## config.mk

```make
export PLATFORM = sky130hd
export DESIGN_NAME = seq_signed_divider
export DESIGN_NICKNAME = d
export VERILOG_FILES = /design/src/rtl/seq_signed_divider.sv
export SDC_FILE = /design/constraint.sdc
export NUM_CORES = 1
export LEC_CHECK = 0
export BUFFER_PORTS_ARGS = -buffer_cell sky130_fd_sc_hd__buf_2
export CAP_MARGIN = 20
export CORE_AREA = 4 4 109 152
export DETAILED_ROUTE_END_ITERATION = 6
export DIE_AREA = 0 0 113 156
export PLACE_DENSITY = 0.66
export SETUP_SLACK_MARGIN = 0.5
export SYNTH_ARGS = -nofsm -noshare
export SYNTH_HDL_FRONTEND = slang
export SYNTH_SLANG_ARGS = --single-unit
```

## constraint.sdc

```tcl
create_clock -name Clock -period 5.11 [get_ports Clock]
set_clock_uncertainty 0.15 [all_clocks]
set_input_delay 0.7665 -clock Clock [delete_from_list [all_inputs] [get_ports Clock]]
set_output_delay 0.7665 -clock Clock [all_outputs]
set_load 0.05 [all_outputs]
```

## src/rtl/seq_signed_divider.sv

```systemverilog
// seq_signed_divider: multi-cycle restoring divider (DIV/DIVU/REM/REMU), one quotient bit per clock
module seq_signed_divider #(
    parameter int l = 16
) (
    input  logic         Clock,
    input  logic         ResetN,
    input  logic         Start,
    input  logic         Signed,
    input  logic [l-1:0] Dividend,
    input  logic [l-1:0] Divisor,
    output logic [l-1:0] Quotient,
    output logic [l-1:0] Remainder,
    output logic         Busy,
    output logic         Done,
    output logic         DivByZero,
    output logic         Overflow
);
    localparam int cw = $clog2(l);
    typedef enum logic [1:0] {IDLE, DIVIDE, FIX} state_t;
    state_t state, state_nx;
    logic [cw-1:0] cnt;
    logic [l-1:0] quo, rem, dvs, dvd, q_res, r_res;
    logic [l:0] trial;
    logic sign_q, sign_r, zero_f, ovf_f, fit;

    function automatic logic [l-1:0] mag(input logic [l-1:0] x, input logic s);
        return (s & x[l-1]) ? ~x + 1'b1 : x;
    endfunction

    always_ff @(posedge Clock or negedge ResetN)
        if (!ResetN) state <= IDLE;
        else state <= state_nx;

    always_comb begin
        state_nx = (state == IDLE && Start) ? DIVIDE :
                   (state == DIVIDE && cnt == cw'(l-1)) ? FIX :
                   (state == FIX) ? IDLE : state;
        Busy = state != IDLE;
    end

    // trial is the l+1 bit partial remainder after shifting in the next dividend bit
    always_comb begin
        trial = {rem, quo[l-1]};
        fit = trial >= {1'b0, dvs};
        q_res = zero_f ? '1 : ovf_f ? dvd : sign_q ? ~quo + 1'b1 : quo;
        r_res = zero_f ? dvd : ovf_f ? '0 : sign_r ? ~rem + 1'b1 : rem;
    end

    always_ff @(posedge Clock or negedge ResetN) begin
        if (!ResetN) begin
            cnt       <= '0;
            quo       <= '0;
            rem       <= '0;
            dvs       <= '0;
            dvd       <= '0;
            sign_q    <= 1'b0;
            sign_r    <= 1'b0;
            zero_f    <= 1'b0;
            ovf_f     <= 1'b0;
            Quotient  <= '0;
            Remainder <= '0;
            Done      <= 1'b0;
            DivByZero <= 1'b0;
            Overflow  <= 1'b0;
        end else begin
            Done <= state == FIX;
            if (state == IDLE && Start) begin
                sign_q <= Signed & (Dividend[l-1] ^ Divisor[l-1]);
                sign_r <= Signed & Dividend[l-1];
                quo    <= mag(Dividend, Signed);
                dvs    <= mag(Divisor, Signed);
                dvd    <= Dividend;
                zero_f <= Divisor == '0;
                ovf_f  <= Signed && Dividend == {1'b1, {(l-1){1'b0}}} && Divisor == '1;
                rem    <= '0;
                cnt    <= '0;
            end
            if (state == DIVIDE) begin
                rem <= fit ? l'(trial - {1'b0, dvs}) : l'(trial);
                quo <= {quo[l-2:0], fit};
                cnt <= cnt + 1'b1;
            end
            if (state == FIX) begin
                Quotient  <= q_res;
                Remainder <= r_res;
                DivByZero <= zero_f;
                Overflow  <= ~zero_f & ovf_f;
            end
        end
    end
endmodule

```

==> summary.txt <==
Clock tree
  • Post_cts resized: 0
  • Clock sinks: 109
  • Worst-path clk slew: 80 ps
  • H-tree levels: 3
  • CTS tree: done
  • Post-CTS Hold Buffers: 0
  • Clock Latency Late Sink: 350 ps
  • CTS Buf Count: 9
  • CTS Root Cell: clkbuf_16
  • Post-CTS Setup Inserts: 0
  • Longest Clk Path Bufs: 2

Placed design
  • Dpl cells: 1008
  • Worst Setup Slack post-DPL: 2190 ps
  • Post-DP HPWL: 13400 µm
  • I/O Buffers: 71
  • GP Congestion: 0.886

Finish
  • Util after Layout: 50.1%
  • Most frequent cells in the layout: dfrtp_1, nand2_1, buf_2
  • Final nets: 888
  • Fillers: 1447
  • Fraction of layout cells with a size suffix above 1: 13.3%
  • Area Growth Syn to Fin: 12.4%
  • Most common cell after layout, fill and taps aside: dfrtp_1
  • Sequential cell area: 2730 µm²
  • Multi-input gate area: 3680 µm²
  • # diodes: 0
  • Post-Layout Cell Count: 1026

Power
  • Pleak: 0.00333 µW
  • Pwr/cell area: 757 nW/µm²
  • VDD IR max: 0.354 mV

Yosys
  • Synthesized area: 6710 µm²
  • Top FF cell, synth: dfrtp_1
  • Mapped Nets: 843
  • Asr flop ratio synth: 100%
  • Warnings from Yosys: 0
  • Synth unique cells: 60
  • Mapped Cells: 784
  • Number of flops mapped to enable cells by yosys: 0
  • FF+latch count, synth: 109
  • Avg Cell Area, Syn: 8.56 µm²
  • Post-synthesis sequential area ratio: 40.6%

Global route
  • Largest net degree at the start of global routing: 76
  • Number of global-route vias before repair: 5644
  • Overall Global Routing Usage: 21.0%
  • First-pass GRT wire length: 29900 µm
  • Total grt overflow: 0
  • Initial antenna violation count: 0

Die
  • DIE WIDTH: 113 µm
  • Die area: 17600 µm²
  • Chip height: 156 µm
  • # IOs: 72
  • Core box area: 15100 µm²
  • Initial Util: 44.6%
  • FP Rows: 53

Timing
  • Setup-failing EPs final: 0
  • Unrepaired setup endpoints after global routing: false
  • Slew @ Worst Pin: 887 ps
  • Relative slew margins: 40.5%
  • Final Hold Violating Endpoints: 0
  • Minimum clock period: 2950 ps
  • FMAX: 339 MHz
  • Final worst slack: 2160 ps
  • Setup TNS: 0 ps
  • Fin crit share: 57.7%
  • Final Slew Violations: 0
  • Hold Slack: 116 ps

Worst setup path
  • R2R depth: 10
  • Reg2reg start: quo[15]$_DFFE_PN0P_
  • Crit path DAT: 3080 ps
  • Max FO, Critical Path: 6
  • Launch point of the worst path: quo[15]$_DFFE_PN0P_
  • Crit Path Class: reg -> reg
  • Crit path launch type: flop
  • Crit path required time: 5240 ps
  • Endpoint class of the critical path: flop

Hold path
  • Hold Path Class: in -> async

Drt
  • Wirelength per Cell: 17.5 µm
  • Antenna viol nets, final: 0
  • Via count: 5805
  • Detailed Routing Iterations Pass 1: 5
  • Vias per Instance: 5.66
  • DRC viols: 0
  • Final WL: 18000 µm
  • Violation count after the first detailed-route iteration: 337

Flow run
  • Max Cap Viol: 0

Run status
  • Status: finished clean
==> state kept, by name (all words and copies together) (netlist names) <==
register / count
rem: 16
cnt: 4
Remainder: 16
sign_q: 1
ovf_f: 1
zero_f: 1
Done: 1
state: 2
Quotient: 16
quo: 16
dvd: 16
DivByZero: 1
dvs: 16
Overflow: 1
sign_r: 1
==> kinds of logic after synthesis <==
family | Yosys count | synth area share [%]
AOI/OAI and AO/OA | 205 | 19.7
adders and majority gates | 23 | 4.40
DFF | 109 | 40.6
and+or+nand+nor | 287 | 20.1
buffers and inverters | 82 | 4.68
muxes | 12 | 1.83
xor gates and xnor gates | 66 | 8.61
==> synth_stat cells (all sizes together), types with 3 or more instances <==
| library cell | n | share of area [%] |
|---|---|---|
| nor3 | 10 | 0.75 |
| nor4 | 5 | 0.47 |
| o211ai | 11 | 1.2 |
| and3 | 7 | 0.65 |
| a21oi | 46 | 3.4 |
| mux2i | 10 | 1.5 |
| a22oi | 14 | 1.6 |
| xor2 | 29 | 3.8 |
| o311ai | 5 | 0.65 |
| o41ai | 5 | 0.93 |
| nand3 | 56 | 4.2 |
| dfrtp | 109 | 41 |
| a31oi | 8 | 0.75 |
| nor3b | 3 | 0.41 |
| nand2 | 107 | 6.0 |
| xnor2 | 37 | 4.8 |
| nand3b | 3 | 0.34 |
| or2 | 3 | 0.28 |
| or3 | 12 | 1.3 |
| nor2 | 55 | 3.1 |
| nand2b | 6 | 0.56 |
| and2 | 3 | 0.28 |
| nand4 | 5 | 0.47 |
| o22ai | 12 | 1.1 |
| inv | 36 | 2.0 |
| or4 | 6 | 0.67 |
| a221oi | 6 | 1.0 |
| o21ai | 65 | 4.8 |
| ha | 22 | 4.1 |
| o31ai | 11 | 1.4 |
| a21o | 6 | 0.67 |
| buf | 9 | 0.60 |
| clkbuf | 36 | 2.0 |
==> per-layer routing <==
| layer | up-vias | GRT usage [%] | routed length (µm) |
|---|---|---|---|
| met4 | 0 | 8.82 | 648 |
| met2 | 168 | 35.5 | 8750 |
| li1 | 2870 | - | - |
| met1 | 2734 | 26.7 | 7600 |
| met3 | 33 | 3.30 | 974 |
| met5 | - | 0 | 0 |
==> final timing paths <==
path / slack, ps / to
worst max-delay path: 2160 / rem[8]$_DFFE_PN0P_
worst min-delay path: 120 / quo[4]$_DFFE_PN0P_
worst max register to register: 2160 / rem[8]$_DFFE_PN0P_
worst min register to register: 310 / Quotient[10]$_DFFE_PN0P_
max in group asynchronous: 3960 / Remainder[4]$_DFFE_PN0P_
min in group Clock: 310 / Quotient[10]$_DFFE_PN0P_
==> worst max-delay path, stage by stage, from the launching register on <==
cell,delay [ps]
dfrtp_1,380
inv_1,120
ha_1,180
inv_1,50
fa_1,390
a21o_1,220
a221oi_4,390
or4b_2,620
a41oi_1,200
nand2_1,80
nand3_1,110
==> cell type report <==
| type | instances | share of cell area, % |
|---|---|---|
| Multi-Input combinational cell | 593 | 48.7 |
| Sequential cell | 109 | 36.1 |
| Timing Repair Buffer | 79 | 5.80 |
| Tap cell | 192 | 3.18 |
| Clock buffer | 10 | 3.17 |
| Inverter | 37 | 1.84 |
| Clock inverter | 6 | 1.14 |
==> metrics by stage <==
stage | cell area [µm²] | total power [µW]
final | 7550 | 5710
after global routing | 7550 | 6220
after CTS | 7510 | 5720
after detailed placement | 7190 | 4950
after global placement | 7190 | 4920
after floorplan | 6710 | 4160
==> report_power, final <==
group | leakage [µW] | internal (µW) | switching [µW]
registers | 0.00132 | 1270 | 433
logic | 0.00185 | 1220 | 2020
clock network | 0.000158 | 443 | 328
total | 0.00333 | 2940 | 2780
Power figures use the tool's default switching activity.
